## config.mk

```make
export PLATFORM = sky130hd
export DESIGN_NAME = err_metric_accum_flat
export DESIGN_NICKNAME = d
export VERILOG_FILES = /design/src/rtl/err_metric_accum_if.sv /design/src/rtl/err_metric_accum.sv /design/src/flat_wrapper.sv
export SDC_FILE = /design/constraint.sdc
export NUM_CORES = 1
export LEC_CHECK = 0
export CORE_MARGIN = 1.5
export CORE_UTILIZATION = 45
export CTS_CLUSTER_DIAMETER = 50
export DETAILED_ROUTE_END_ITERATION = 10
export PLACE_DENSITY = 0.64
export SLEW_MARGIN = 20
export SYNTH_ARGS = -nofsm -noshare
export SYNTH_HDL_FRONTEND = slang
export SYNTH_SLANG_ARGS = --single-unit
```

## constraint.sdc

```tcl
create_clock -name clk -period 9.9 [get_ports clk]
set_input_delay 1.485 -clock clk [delete_from_list [all_inputs] [get_ports clk]]
set_output_delay 1.485 -clock clk [all_outputs]
set_load 0.05 [all_outputs]
```

## src/rtl/err_metric_accum_if.sv

```systemverilog
`default_nettype none
// ============================================================================
// Module      : err_metric_accum_if
// Description : Run-control, sample and statistics bundle for the 8x8
//               approximate-multiplier error accumulator.
// Revision    : 1.0 - initial release
// ============================================================================
interface err_metric_accum_if;

    // Run control
    logic               start;
    logic [15:0]        num_samples;

    // Sample handshake
    logic               in_valid;
    logic               in_ready;
    logic [7:0]         a;
    logic [7:0]         b;
    logic [15:0]        p_apprx;

    // Statistics
    logic [15:0]        sample_count;
    logic [15:0]        err_count;
    logic signed [32:0] sum_ed;
    logic [31:0]        sum_ed_abs;
    logic [15:0]        max_ed;
    logic               busy;
    logic               done;

    // Side that issues runs and samples
    modport master (
        output start,
        output num_samples,
        output in_valid,
        output a,
        output b,
        output p_apprx,
        input  in_ready,
        input  sample_count,
        input  err_count,
        input  sum_ed,
        input  sum_ed_abs,
        input  max_ed,
        input  busy,
        input  done
    );

    // Accumulator side
    modport slave (
        input  start,
        input  num_samples,
        input  in_valid,
        input  a,
        input  b,
        input  p_apprx,
        output in_ready,
        output sample_count,
        output err_count,
        output sum_ed,
        output sum_ed_abs,
        output max_ed,
        output busy,
        output done
    );

endinterface
`default_nettype wire

```

## src/rtl/err_metric_accum.sv

```systemverilog
`default_nettype none
// ============================================================================
// Module      : err_metric_accum
// Description : Accumulates error statistics of an 8x8 approximate multiplier
//               against the exact product over a run of num_samples samples.
//               Two-stage pipeline (capture, error compute) feeding the
//               accumulators; one sample per cycle, two-cycle latency.
// Revision    : 1.0 - initial release
// ============================================================================
module err_metric_accum (
    input  wire logic         clk,
    input  wire logic         rst,
    err_metric_accum_if.slave bus
);

    // ------------------------------------------------------------------
    // Run-control state machine
    // ------------------------------------------------------------------
    typedef enum logic [1:0] {
        ST_IDLE  = 2'd0,
        ST_RUN   = 2'd1,
        ST_DRAIN = 2'd2,
        ST_DONE  = 2'd3
    } state_t;

    state_t      state_q;
    logic [15:0] num_q;          // run length latched at start
    logic [15:0] acc_cnt_q;      // samples accepted so far in this run
    logic        in_ready_q;
    logic        busy_q;
    logic        done_q;

    // ------------------------------------------------------------------
    // Pipeline registers
    // ------------------------------------------------------------------
    logic               s1_valid_q;
    logic [7:0]         s1_a_q;
    logic [7:0]         s1_b_q;
    logic [15:0]        s1_p_q;

    logic               s2_valid_q;
    logic signed [16:0] s2_diff_q;
    logic [15:0]        s2_abs_q;
    logic               s2_neq_q;

    logic [15:0]        exact_d;
    logic signed [16:0] diff_d;
    logic [15:0]        abs_d;
    logic               neq_d;

    // ------------------------------------------------------------------
    // Statistics registers
    // ------------------------------------------------------------------
    logic [15:0] sample_count_q;
    logic [15:0] err_count_q;
    logic [32:0] sum_ed_q;
    logic [31:0] sum_ed_abs_q;
    logic [15:0] max_ed_q;

    logic [15:0] sample_count_d;
    logic [15:0] err_count_d;
    logic [32:0] sum_ed_d;
    logic [31:0] sum_ed_abs_d;
    logic [15:0] max_ed_d;

    logic w_accept;
    logic w_launch;
    logic w_last_update;

    // A sample moves into stage 1 only while in_ready is asserted.
    assign w_accept = bus.in_valid & in_ready_q;

    // start is honoured only when no run is in progress.
    assign w_launch = bus.start & ((state_q == ST_IDLE) | (state_q == ST_DONE));

    // The stage-2 sample that completes the run; sample_count_q has not yet
    // been bumped for it, hence the +1.
    assign w_last_update = s2_valid_q & ((sample_count_q + 16'd1) == num_q);

    // Run-control FSM with registered handshake/status outputs
    always_ff @(posedge clk or posedge rst) begin
        if (rst) begin
            state_q    <= ST_IDLE;
            num_q      <= 16'd0;
            acc_cnt_q  <= 16'd0;
            in_ready_q <= 1'b0;
            busy_q     <= 1'b0;
            done_q     <= 1'b0;
        end else begin
            case (state_q)
                ST_IDLE, ST_DONE: begin
                    if (bus.start) begin
                        num_q     <= bus.num_samples;
                        acc_cnt_q <= 16'd0;
                        if (bus.num_samples == 16'd0) begin
                            // Empty run completes immediately with zeroed stats.
                            state_q    <= ST_DONE;
                            in_ready_q <= 1'b0;
                            busy_q     <= 1'b0;
                            done_q     <= 1'b1;
                        end else begin
                            state_q    <= ST_RUN;
                            in_ready_q <= 1'b1;
                            busy_q     <= 1'b1;
                            done_q     <= 1'b0;
                        end
                    end
                end
                ST_RUN: begin
                    if (w_accept) begin
                        acc_cnt_q <= acc_cnt_q + 16'd1;
                        if ((acc_cnt_q + 16'd1) == num_q) begin
                            // Final sample taken; let the pipeline empty.
                            state_q    <= ST_DRAIN;
                            in_ready_q <= 1'b0;
                        end
                    end
                end
                ST_DRAIN: begin
                    // done rises on the edge that folds in the final sample.
                    if (w_last_update) begin
                        state_q <= ST_DONE;
                        busy_q  <= 1'b0;
                        done_q  <= 1'b1;
                    end
                end
                default: begin
                    state_q    <= ST_IDLE;
                    in_ready_q <= 1'b0;
                    busy_q     <= 1'b0;
                    done_q     <= 1'b0;
                end
            endcase
        end
    end

    // Stage 1: capture the accepted operands and approximate product
    always_ff @(posedge clk or posedge rst) begin
        if (rst) begin
            s1_valid_q <= 1'b0;
            s1_a_q     <= 8'd0;
            s1_b_q     <= 8'd0;
            s1_p_q     <= 16'd0;
        end else begin
            s1_valid_q <= w_accept;
            if (w_accept) begin
                s1_a_q <= bus.a;
                s1_b_q <= bus.b;
                s1_p_q <= bus.p_apprx;
            end
        end
    end

    // Error-distance arithmetic on the stage-1 contents
    always_comb begin
        exact_d = {8'd0, s1_a_q} * {8'd0, s1_b_q};
        diff_d  = $signed({1'b0, exact_d}) - $signed({1'b0, s1_p_q});
        abs_d   = (exact_d >= s1_p_q) ? (exact_d - s1_p_q) : (s1_p_q - exact_d);
        neq_d   = (exact_d != s1_p_q);
    end

    // Stage 2: register the signed/absolute error and the mismatch flag.
    // The exact product itself is folded into these and not kept.
    always_ff @(posedge clk or posedge rst) begin
        if (rst) begin
            s2_valid_q <= 1'b0;
            s2_diff_q  <= 17'sd0;
            s2_abs_q   <= 16'd0;
            s2_neq_q   <= 1'b0;
        end else begin
            s2_valid_q <= s1_valid_q;
            if (s1_valid_q) begin
                s2_diff_q <= diff_d;
                s2_abs_q  <= abs_d;
                s2_neq_q  <= neq_d;
            end
        end
    end

    // Next values of the accumulators for one stage-2 sample
    always_comb begin
        sample_count_d = sample_count_q + 16'd1;
        err_count_d    = err_count_q + {15'd0, s2_neq_q};
        sum_ed_d       = sum_ed_q + {{16{s2_diff_q[16]}}, s2_diff_q};
        sum_ed_abs_d   = sum_ed_abs_q + {16'd0, s2_abs_q};
        max_ed_d       = (s2_abs_q > max_ed_q) ? s2_abs_q : max_ed_q;
    end

    // Statistics accumulation; cleared when a run is launched.
    // Widths are sized so that a full 65535-sample run cannot wrap.
    always_ff @(posedge clk or posedge rst) begin
        if (rst) begin
            sample_count_q <= 16'd0;
            err_count_q    <= 16'd0;
            sum_ed_q       <= 33'd0;
            sum_ed_abs_q   <= 32'd0;
            max_ed_q       <= 16'd0;
        end else if (w_launch) begin
            sample_count_q <= 16'd0;
            err_count_q    <= 16'd0;
            sum_ed_q       <= 33'd0;
            sum_ed_abs_q   <= 32'd0;
            max_ed_q       <= 16'd0;
        end else if (s2_valid_q) begin
            sample_count_q <= sample_count_d;
            err_count_q    <= err_count_d;
            sum_ed_q       <= sum_ed_d;
            sum_ed_abs_q   <= sum_ed_abs_d;
            max_ed_q       <= max_ed_d;
        end
    end

    // ------------------------------------------------------------------
    // Outputs
    // ------------------------------------------------------------------
    assign bus.in_ready     = in_ready_q;
    assign bus.busy         = busy_q;
    assign bus.done         = done_q;
    assign bus.sample_count = sample_count_q;
    assign bus.err_count    = err_count_q;
    assign bus.sum_ed       = $signed(sum_ed_q);
    assign bus.sum_ed_abs   = sum_ed_abs_q;
    assign bus.max_ed       = max_ed_q;

endmodule
`default_nettype wire

```

## src/flat_wrapper.sv

```systemverilog
// flat-port wrapper written by rule: the top's interface ports become plain ports
module err_metric_accum_flat 
  (clk, rst, bus_start, bus_num_samples, bus_in_valid, bus_a, bus_b, bus_p_apprx, bus_in_ready, bus_sample_count, bus_err_count, bus_sum_ed, bus_sum_ed_abs, bus_max_ed, bus_busy, bus_done);
  err_metric_accum_if bus_i ();
  input  wire logic clk;
  input  wire logic rst;
  input wire logic [$bits(bus_i.start)-1:0] bus_start;
  input wire logic [$bits(bus_i.num_samples)-1:0] bus_num_samples;
  input wire logic [$bits(bus_i.in_valid)-1:0] bus_in_valid;
  input wire logic [$bits(bus_i.a)-1:0] bus_a;
  input wire logic [$bits(bus_i.b)-1:0] bus_b;
  input wire logic [$bits(bus_i.p_apprx)-1:0] bus_p_apprx;
  output wire logic [$bits(bus_i.in_ready)-1:0] bus_in_ready;
  output wire logic [$bits(bus_i.sample_count)-1:0] bus_sample_count;
  output wire logic [$bits(bus_i.err_count)-1:0] bus_err_count;
  output wire logic [$bits(bus_i.sum_ed)-1:0] bus_sum_ed;
  output wire logic [$bits(bus_i.sum_ed_abs)-1:0] bus_sum_ed_abs;
  output wire logic [$bits(bus_i.max_ed)-1:0] bus_max_ed;
  output wire logic [$bits(bus_i.busy)-1:0] bus_busy;
  output wire logic [$bits(bus_i.done)-1:0] bus_done;
  assign bus_i.start = bus_start;
  assign bus_i.num_samples = bus_num_samples;
  assign bus_i.in_valid = bus_in_valid;
  assign bus_i.a = bus_a;
  assign bus_i.b = bus_b;
  assign bus_i.p_apprx = bus_p_apprx;
  assign bus_in_ready = bus_i.in_ready;
  assign bus_sample_count = bus_i.sample_count;
  assign bus_err_count = bus_i.err_count;
  assign bus_sum_ed = bus_i.sum_ed;
  assign bus_sum_ed_abs = bus_i.sum_ed_abs;
  assign bus_max_ed = bus_i.max_ed;
  assign bus_busy = bus_i.busy;
  assign bus_done = bus_i.done;
  err_metric_accum u_core (.clk(clk), .rst(rst), .bus(bus_i));
endmodule
```

Yosys cells after proc, flatten, opt, wreduce, memory -nomap -nowiden
Cells that the tools add are included.
{"block": "op_classes", "add_sub_neg": 8, "mux": 32, "bitwise_logic": 4, "order_cmp": 2, "n_mul": 1, "n_eq_ne": 10, "reduce_logical": 13}
{"op": "$mux W16", "n": 10}
{"op": "$mux W33", "n": 2}
{"op": "$mux W32", "n": 2}
{"op": "$add A33 B33 Y33", "n": 1}
{"op": "$add A16 B1 Y16 const B", "n": 2}
{"op": "$add A32 B16 Y32", "n": 1}
{"op": "$eq A16 B16 Y1", "n": 2}
{"op": "$pmux W16 S2", "n": 1}
{"op": "$sub A16 B16 Y16", "n": 2}
{"op": "$sub A16 B16 Y17", "n": 1}
{"op": "$add A16 B1 Y16", "n": 1}
{"op": "$ge A16 B16 Y1", "n": 1}
{"op": "$gt A16 B16 Y1", "n": 1}
{"op": "$logic_not A16 Y1", "n": 1}
{"op": "$mul A8 B8 Y16", "n": 1}
{"op": "$ne A16 B16 Y1", "n": 1}
{"op": "$mux W2", "n": 5}
{"op": "$mux W1", "n": 8}
{"op": "$reduce_and A4 Y1", "n": 2}
{"op": "$reduce_bool A2 Y1", "n": 4}
{"op": "$ne A2 B1 Y1 const B", "n": 3}
{"op": "$pmux W1 S2", "n": 3}
{"op": "$pmux W2 S3", "n": 1}
{"op": "$reduce_and A3 Y1", "n": 2}
{"op": "other kinds (8)", "n": 12}
{"block": "totals", "input_bits": 52, "elab_cells": 89, "out_inout_bits": 116, "regBits": 218}

Logic depth before layout (Yosys ltp)
Gate-level depths: netlist (run 1).
{"block": "logic_depth", "depth_word": 5, "ltp_mapped": 27, "mapped_depth_nobuf": 26}

Worst setup path after synthesis (run 1)
Ideal clock, no wire load.
{"block": "synth_path", "path_type": "register -> register", "startpoint": "reg u_core.s1_a_q[1]", "endpoint": "reg u_core.s2_abs_q[12]", "t_arrival_ps": 6032, "path_stages_with_launch": 26, "slack_ps": 3731, "t_required_ps": 9763, "setup_ps": 137, "period_less_slack_ps": 6169, "cell_sequence": "dfrtp_1 and2_1 fa_1 fa_1 inv_1 fa_1 fa_1 inv_1 ha_1 nor2b_1 o21ai_0 a21oi_1 a311oi_1 nor3_1 xor2_1 ha_1 clkbuf_1 and4_1 nand2_1 nor4_1 nor2_1 nand3_1 buf_2 mux2i_1 xor2_1 a21oi_1"}
{"block": "synth_via", "elab_chain_cells": 3}
{"item": "start: declaration", "line_no": "err_metric_accum.sv:37", "text": "logic [7:0] s1_a_q;"}
{"item": "start signal: assignment", "line_no": "err_metric_accum.sv:147", "text": "s1_a_q <= bus.a;"}
{"item": "$mul A8 B8 Y16 (*)", "line_no": "err_metric_accum.sv:156", "text": "exact_d = {8'd0, s1_a_q} * {8'd0, s1_b_q};"}
{"item": "$sub A16 B16 Y16 / $ge A16 B16 Y1 (equally long branches)", "line_no": "err_metric_accum.sv:158", "text": "abs_d = (exact_d >= s1_p_q) ? (exact_d - s1_p_q) : (s1_p_q - exact_d);"}
{"item": "$mux W16 (*)", "line_no": "err_metric_accum.sv:158"}
{"item": "end signal: assignment", "line_no": "err_metric_accum.sv:174", "text": "s2_abs_q <= abs_d;"}
{"item": "end: declaration", "line_no": "err_metric_accum.sv:43", "text": "logic [15:0] s2_abs_q;"}
Mark *: on every way between the ends. The rest lies on a longest branch, timed or not.
A chain may end at the register's enable or synchronous reset.

Worst setup path after layout (run 1)
{"block": "layout_path", "startpoint": "reg u_core.s1_a_q[1]", "endpoint": "reg u_core.s2_abs_q[2]"}
The elaborated chain is that of the path after synthesis.

==> impl_metrics.xml, run 1 <==
<?xml version="1.0" encoding="UTF-8"?>
<metrics>
  <group name="outcome">
    <metric name="run_status" unit="">complete, no violations</metric>
  </group>
  <group name="synth">
    <metric name="synth-warning-count" unit="">0</metric>
    <metric name="dominantRegCellSynth" unit="">dfrtp_1</metric>
    <metric name="synthMostInstantiatedCell" unit="">nand2_1</metric>
    <metric name="postSynthAreaPerCell" unit="µm²">8.79</metric>
    <metric name="synth.yosys.seq_area_share" unit="">0.322</metric>
    <metric name="ys_async_sr_fraction" unit="">1.00</metric>
    <metric name="netlist.area_leader.share" unit="">0.322</metric>
    <metric name="synth_seq_cells" unit="">217</metric>
    <metric name="synth.area.top_cells" unit="">dfrtp_1 32%, ha_1 10%, nand2_1 4.9%</metric>
    <metric name="post_synth_num_cell_types" unit="">74</metric>
    <metric name="synthDominantAreaCellType" unit="">dfrtp_1</metric>
    <metric name="most_common_library_cells_after_synthesis" unit="">219 x nand2_1, 217 x dfrtp_1, 150 x nor2_1</metric>
    <metric name="postSynthCellCount" unit="">1919</metric>
    <metric name="synth_nets" unit="">2149</metric>
    <metric name="synth_enable_flop_cells" unit="">0</metric>
    <metric name="syn_area" unit="µm²">16900</metric>
  </group>
  <group name="critical_path">
    <metric name="rrSetupSlack" unit="ns">2.74</metric>
    <metric name="worst_setup_path_end_kind" unit="">flip-flop</metric>
    <metric name="cp-start-kind" unit="">flip-flop</metric>
    <metric name="required" unit="ns">10.33</metric>
    <metric name="worstSetupPathType" unit="">reg2reg</metric>
    <metric name="cp.arrival" unit="ns">7.60</metric>
    <metric name="timing.critical_path.fanout_max" unit="">16</metric>
  </group>
  <group name="global_routing">
    <metric name="gr-total-overflow" unit="">0</metric>
    <metric name="grt_pass1_wl" unit="mm">72.9</metric>
    <metric name="pin_count_of_the_biggest_net_entering_global_routing" unit="">107</metric>
    <metric name="via_count_of_the_first_global_routing_pass" unit="">13900</metric>
    <metric name="global_route.usage.total" unit="">0.234</metric>
    <metric name="number_of_antenna_violations_at_the_first_check_in_global_routing" unit="">0</metric>
  </group>
  <group name="sta">
    <metric name="slew_headroom" unit="">0.314</metric>
    <metric name="worst_slew_pin_slew" unit="ns">1.03</metric>
    <metric name="final.setup.tns" unit="ns">0</metric>
    <metric name="setup_viol_count_final" unit="">0</metric>
    <metric name="rsz0062_at_grt" unit="">false</metric>
    <metric name="timing_hold_violations_final" unit="">0</metric>
    <metric name="finalCriticalPeriod" unit="ns">7.16</metric>
    <metric name="slew_violations" unit="">0</metric>
    <metric name="fin_crit_sh" unit="">0.724</metric>
    <metric name="max_freq" unit="MHz">140</metric>
    <metric name="clock-skew-final" unit="ns">0.0266</metric>
  </group>
  <group name="clock_tree">
    <metric name="clock_insertion_delay_worst_skew" unit="ns">0.55</metric>
    <metric name="tritoncts.num_buffers" unit="">35</metric>
    <metric name="cts_setup_buffers" unit="">0</metric>
    <metric name="clock-root-buffer" unit="">clkbuf_16</metric>
    <metric name="clock_tree.htree_level_count" unit="">2</metric>
    <metric name="ctsHoldBuffers" unit="">0</metric>
    <metric name="clock_tree_from_tritoncts" unit="">done</metric>
    <metric name="clock_path_buffers" unit="">3</metric>
    <metric name="cts.reportedPaths.clkPinSlew" unit="ns">0.06</metric>
    <metric name="clock_sinks" unit="">217</metric>
    <metric name="number_of_resized_instances_in_the_post_cts_repair_step" unit="">0</metric>
  </group>
  <group name="run">
    <metric name="maxCapViolCount" unit="">0</metric>
  </group>
  <group name="detailed_routing">
    <metric name="wire_per_inst" unit="µm">17.6</metric>
    <metric name="final_antenna_net_count" unit="">0</metric>
    <metric name="drt_wl_total" unit="mm">45.0</metric>
    <metric name="via_per_inst" unit="">5.60</metric>
    <metric name="vias" unit="">14300</metric>
    <metric name="dr.first_iter.drc_count" unit="">826</metric>
    <metric name="drt_pass1_iterations" unit="">5</metric>
    <metric name="drt_drc" unit="">0</metric>
  </group>
  <group name="floorplan">
    <metric name="floorplan.die.height" unit="µm">197</metric>
    <metric name="die_w" unit="µm">197</metric>
    <metric name="floorplan.core_area" unit="µm²">36800</metric>
    <metric name="floorplan.initialDensity" unit="">0.459</metric>
    <metric name="die_area" unit="µm²">38700</metric>
    <metric name="placement_rows" unit="">70</metric>
    <metric name="ioPinCount" unit="">168</metric>
  </group>
  <group name="cells_and_area">
    <metric name="layout-drive-gt1-share" unit="">0.0611</metric>
    <metric name="areaGrowthSynthToFinish" unit="%">19.1</metric>
    <metric name="num_antenna_cells" unit="">0</metric>
    <metric name="fin_nets" unit="">2286</metric>
    <metric name="final.fill_count" unit="">3437</metric>
  </group>
  <group name="place">
    <metric name="total_of_buffers_placed_on_input_and_output_ports" unit="">167</metric>
    <metric name="routabilityCongestion" unit="">0.875</metric>
    <metric name="dpl.hpwl" unit="mm">33.0</metric>
  </group>
  <group name="min_path">
    <metric name="hold_crit_path_type" unit="">reg2reg</metric>
  </group>
</metrics>
==> per-layer routing <==
layer  wire (µm)  global-route usage
met1       20400               0.309
met2       21400               0.393
met3        2160              0.0443
met4        1020              0.0653
met5           0                   0
==> layout by cell type (no fill, tap or decap), types with 12 or more instances in the layout <==
| master | count |
|---|---|
| a211oi_1 | 19 |
| a21o_1 | 35 |
| a21oi_1 | 112 |
| a31oi_1 | 15 |
| and2_1 | 66 |
| and3_1 | 18 |
| clkbuf_16 | 36 |
| clkdlybuf4s50_1 | 167 |
| dfrtp_1 | 216 |
| fa_1 | 40 |
| ha_1 | 138 |
| inv_1 | 138 |
| mux2_2 | 34 |
| mux2i_1 | 60 |
| nand2_1 | 218 |
| nand2b_1 | 12 |
| nand3_1 | 39 |
| nand4_1 | 23 |
| nor2_1 | 150 |
| nor2b_1 | 22 |
| nor3_1 | 37 |
| nor4_1 | 13 |
| o211ai_1 | 18 |
| o21a_1 | 19 |
| o21ai_0 | 94 |
| o21bai_1 | 16 |
| o31ai_1 | 17 |
| or3_1 | 15 |
| xnor2_1 | 79 |
| xor2_1 | 62 |
==> kinds of logic (layout without fill, tap and decap cells) <==
logic type	Yosys count	after routing	synth area share
AND/OR/NAND/NOR	664	664	0.192
AO/OA/AOI/OAI	406	406	0.154
buffers and inverters	218	378	0.0502
flip-flops	217	217	0.322
adder cells (fa/ha/maj)	178	178	0.150
XOR/XNOR	141	141	0.0732
multiplexers	95	95	0.0592
==> cell type report <==
class | instances | area [µm²] | share of cell area
inverters | 140 | 533 | 0.0265
repair buffers | 178 | 1760 | 0.0875
clock buffers | 48 | 1010 | 0.0501
clock inverters | 12 | 168 | 0.00834
flip-flops and latches | 217 | 5430 | 0.270
well taps | 468 | 586 | 0.0291
multi-input cells | 1484 | 10600 | 0.528
==> worst max-delay path, stage by stage, from the launching register on <==
cell and delay, ns:
dfrtp_1 0.46, and2_1 0.22, fa_1 0.45, fa_1 0.54, inv_1 0.05, fa_1 0.46, fa_1 0.54, inv_1 0.04
ha_1 0.32, a21oi_1 0.24, o21bai_1 0.09, a21oi_1 0.23, o21bai_1 0.12, a31oi_1 0.23, nor2b_1 0.25, xnor2_1 0.09
ha_1 0.50, and2_1 0.24, nand2_1 0.07, nor4_1 0.47, nor2_1 0.08, nand3_1 0.71, mux2i_1 0.30, xnor2_1 0.10
mux2_2 0.27
==> final timing paths <==
kind / start / to / cells past startpoint
worst max-delay path: u_core.s1_a_q[1]$_DFFE_PP0P_ / u_core.s2_abs_q[2]$_DFFE_PP0P_ / 24
worst min-delay path: u_core.bus.done$_DFFE_PP0P_ / u_core.bus.done$_DFFE_PP0P_ / 1
worst max register to register: u_core.s1_a_q[1]$_DFFE_PP0P_ / u_core.s2_abs_q[2]$_DFFE_PP0P_ / 24
worst min register to register: u_core.bus.done$_DFFE_PP0P_ / u_core.bus.done$_DFFE_PP0P_ / 1
max in group asynchronous: rst / u_core.s2_diff_q[14]$_DFFE_PP0P_ / 4
min in group asynchronous: rst / u_core.bus.sum_ed_abs[17]$_DFFE_PP0P_ / 2
==> state kept, by name, indices dropped and copies added (netlist names), 2 cells and up <==
| signal | cells |
|---|---|
| u_core.bus.sample_count | 16 |
| u_core.bus.sum_ed_abs | 32 |
| u_core.s1_a_q | 8 |
| u_core.state_q | 2 |
| u_core.s2_abs_q | 16 |
| u_core.s1_b_q | 8 |
| u_core.bus.err_count | 16 |
| u_core.s1_p_q | 16 |
| u_core.num_q | 16 |
| u_core.s2_diff_q | 16 |
| u_core.acc_cnt_q | 16 |
| u_core.bus.sum_ed | 33 |
| u_core.bus.max_ed | 16 |
==> through the flow <==
stage / hold WS [ns] / area (µm²) / util / worst slack, ns / cells
3_3_place_gp: 0.480 / 18900 / 0.514 / 3.04 / 2486
3_5_place_dp: 0.483 / 18900 / 0.514 / 2.77 / 2486
6_report: 0.488 / 20100 / 0.546 / 2.74 / 2547
4_1_cts: 0.494 / 20100 / 0.546 / 2.79 / 2546
2_1_floorplan: 0.406 / 16900 / - / 2.48 / 1919
5_1_grt: 0.510 / 20100 / 0.546 / 2.24 / 2547
Power of run 1 is left out: the tool's default activity adds up to more than one toggle a clock period on the data nets, which glitch-free logic cannot reach.
==> inputs of run 2 (changes only) <==
--- a/config.mk
+++ b/config.mk
@@ -9,7 +9,7 @@
 export CORE_UTILIZATION = 45
 export CTS_CLUSTER_DIAMETER = 50
 export DETAILED_ROUTE_END_ITERATION = 10
-export PLACE_DENSITY = 0.64
+export PLACE_DENSITY = 0.67
 export SLEW_MARGIN = 20
 export SYNTH_ARGS = -nofsm -noshare
 export SYNTH_HDL_FRONTEND = slang
==> constraint.sdc (replaced) <==
create_clock -name clk -period 6.52 [get_ports clk]
set_input_delay 0.978 -clock clk [delete_from_list [all_inputs] [get_ports clk]]
set_output_delay 0.978 -clock clk [all_outputs]
set_load 0.05 [all_outputs]
==> impl_metrics.xml, run 2 (synthesis gave the netlist of run 1 again) <==
<?xml version="1.0" encoding="UTF-8"?>
<metrics>
  <group name="sta">
    <metric name="worst_slew_pin_slew" unit="ns">1.09</metric>
    <metric name="hold-worst-slack" unit="ns">0.511</metric>
    <metric name="fin_crit_sh" unit="">0.940</metric>
    <metric name="clock-skew-final" unit="ns">0.0286</metric>
    <metric name="setup_viol_count_final" unit="">0</metric>
    <metric name="slew_violations" unit="">0</metric>
    <metric name="finalCriticalPeriod" unit="ns">6.13</metric>
    <metric name="max_freq" unit="MHz">163</metric>
    <metric name="rsz0062_at_grt" unit="">false</metric>
    <metric name="slew_headroom" unit="">0.269</metric>
    <metric name="timing_hold_violations_final" unit="">0</metric>
    <metric name="final.setup.tns" unit="ns">0</metric>
    <metric name="finalWorstSetupSlack" unit="ns">0.389</metric>
  </group>
  <group name="cells_and_area">
    <metric name="layout-drive-gt1-share" unit="">0.0700</metric>
    <metric name="fin_nets" unit="">2294</metric>
    <metric name="postLayoutCellArea" unit="µm²">20200</metric>
    <metric name="final.fill_count" unit="">3330</metric>
    <metric name="areaGrowthSynthToFinish" unit="%">19.4</metric>
    <metric name="largest_reg_flops" unit="">33</metric>
    <metric name="most_common_library_cell_in_the_layout_ignoring_fill_and_taps" unit="">nand2_1</metric>
    <metric name="final_cell_mix" unit="">218 x nand2_1, 214 x dfrtp_1, 167 x clkdlybuf4s50_1</metric>
    <metric name="num_antenna_cells" unit="">0</metric>
  </group>
  <group name="clock_tree">
    <metric name="clock_tree.htree_level_count" unit="">2</metric>
    <metric name="number_of_resized_instances_in_the_post_cts_repair_step" unit="">0</metric>
    <metric name="clock-root-buffer" unit="">clkbuf_16</metric>
    <metric name="clock_tree_from_tritoncts" unit="">done</metric>
    <metric name="ctsHoldBuffers" unit="">0</metric>
    <metric name="cts.reportedPaths.clkPinSlew" unit="ns">0.05</metric>
    <metric name="cts_setup_buffers" unit="">0</metric>
    <metric name="clock_sinks" unit="">217</metric>
    <metric name="clock_path_buffers" unit="">3</metric>
    <metric name="clock_insertion_delay_worst_skew" unit="ns">0.54</metric>
    <metric name="tritoncts.num_buffers" unit="">34</metric>
  </group>
  <group name="global_routing">
    <metric name="global_route.usage.total" unit="">0.236</metric>
    <metric name="grt_pass1_wl" unit="mm">74.0</metric>
    <metric name="pin_count_of_the_biggest_net_entering_global_routing" unit="">140</metric>
    <metric name="via_count_of_the_first_global_routing_pass" unit="">14000</metric>
    <metric name="gr-total-overflow" unit="">0</metric>
    <metric name="number_of_antenna_violations_at_the_first_check_in_global_routing" unit="">0</metric>
  </group>
  <group name="critical_path">
    <metric name="timing.critical_path.slowest_stage_cell" unit="">fa_1</metric>
    <metric name="worst_path_largest_cell_delay" unit="ns">0.54</metric>
    <metric name="required" unit="ns">6.93</metric>
    <metric name="cp_cell_sequence" unit="">and2_1, fa_1, fa_1, inv_1, fa_1, fa_1, inv_1, ha_1, nor2b_1, o21ai_1, a21oi_1, a311oi_1, xnor2_1, ha_1, buf_4, and2_1, nand2_1, nor4_2, nor2_1, nand3_1, buf_12, mux2i_1, xor2_1, mux2_2</metric>
    <metric name="critPathBufInv" unit="">4</metric>
    <metric name="crit_family" unit="">adder cells</metric>
    <metric name="cp-start-kind" unit="">flip-flop</metric>
    <metric name="timing.critical_path.fanout_max" unit="">16</metric>
    <metric name="worst_setup_path_end_kind" unit="">flip-flop</metric>
    <metric name="worstSetupPathType" unit="">reg2reg</metric>
    <metric name="cp.arrival" unit="ns">6.54</metric>
    <metric name="worst_path_most_repeated_cell" unit="">fa_1</metric>
    <metric name="rrSetupSlack" unit="ns">0.39</metric>
  </group>
  <group name="place">
    <metric name="post-place-ws" unit="ns">0.186</metric>
    <metric name="placement.cell_area" unit="µm²">19000</metric>
    <metric name="routabilityCongestion" unit="">0.905</metric>
    <metric name="total_of_buffers_placed_on_input_and_output_ports" unit="">167</metric>
    <metric name="dpl.hpwl" unit="mm">33.2</metric>
  </group>
  <group name="floorplan">
    <metric name="die_w" unit="µm">197</metric>
    <metric name="floorplan.core_area" unit="µm²">36800</metric>
    <metric name="floorplan.die.height" unit="µm">197</metric>
    <metric name="placement_rows" unit="">70</metric>
    <metric name="ioPinCount" unit="">168</metric>
    <metric name="floorplan.initialDensity" unit="">0.459</metric>
    <metric name="die_area" unit="µm²">38700</metric>
  </group>
  <group name="detailed_routing">
    <metric name="drt_drc" unit="">0</metric>
    <metric name="drt_wl_total" unit="mm">45.1</metric>
    <metric name="drt_pass1_iterations" unit="">5</metric>
    <metric name="dr.first_iter.drc_count" unit="">1059</metric>
    <metric name="final_antenna_net_count" unit="">0</metric>
    <metric name="via_per_inst" unit="">5.62</metric>
    <metric name="wire_per_inst" unit="µm">17.6</metric>
    <metric name="vias" unit="">14400</metric>
  </group>
  <group name="min_path">
    <metric name="hold_crit_path_type" unit="">reg2reg</metric>
  </group>
  <group name="run">
    <metric name="maxCapViolCount" unit="">0</metric>
  </group>
  <group name="outcome">
    <metric name="run_status" unit="">complete, no violations</metric>
  </group>
</metrics>
## run 2: cell types whose count changed in the layout (fill, tap and decap cells not counted), sizes merged
cell      before  now
bufinv         3    2
inv          141  146
clkinv         7    5
buf           11   20
clkinvlp       1    5
clkbuf        48   39
## run 2: layer usage
layer | wire [µm] | part of all wire | vias to the layer above | global-route usage
met5 | 0 | 0 | - | 0
met4 | 952 | 0.021 | 0 | 0.0630
met3 | 2290 | 0.051 | 62 | 0.0395
met2 | 21300 | 0.47 | 352 | 0.393
met1 | 20500 | 0.46 | 6973 | 0.318
li1 | - | - | 6972 | -
## run 2: worst paths after layout
path                       cells past startpoint                         start                                    end
max in group asynchronous                      3                           rst           u_core.s1_b_q[7]$_DFFE_PP0P_
hold / removal                                 1   u_core.bus.done$_DFFE_PP0P_            u_core.bus.done$_DFFE_PP0P_
min in group asynchronous                      2                           rst  u_core.bus.sum_ed_abs[17]$_DFFE_PP0P_
hold reg to reg                                1   u_core.bus.done$_DFFE_PP0P_            u_core.bus.done$_DFFE_PP0P_
setup reg to reg                              24  u_core.s1_a_q[1]$_DFFE_PP0P_         u_core.s2_abs_q[8]$_DFFE_PP0P_
setup / recovery                              24  u_core.s1_a_q[1]$_DFFE_PP0P_         u_core.s2_abs_q[8]$_DFFE_PP0P_
## run 2: area by class of cell
cell class / count / area (µm²) / area share
well taps: 468 / 586 / 0.0291
repair buffers: 187 / 1850 / 0.0918
flip-flops and latches: 217 / 5430 / 0.270
inverters: 140 / 529 / 0.0263
clock buffers: 39 / 920 / 0.0456
multi-input cells: 1484 / 10600 / 0.528
clock inverters: 18 / 195 / 0.00969
## run 2: per-stage QoR
stage                     std cells  utilization
after detailed placement       2495        0.517
after CTS                      2552        0.547
after global routing           2553        0.548
after global placement         2495        0.517
final                          2553        0.548
after floorplan                1919            -
Power of run 2 is left out for the same reason.
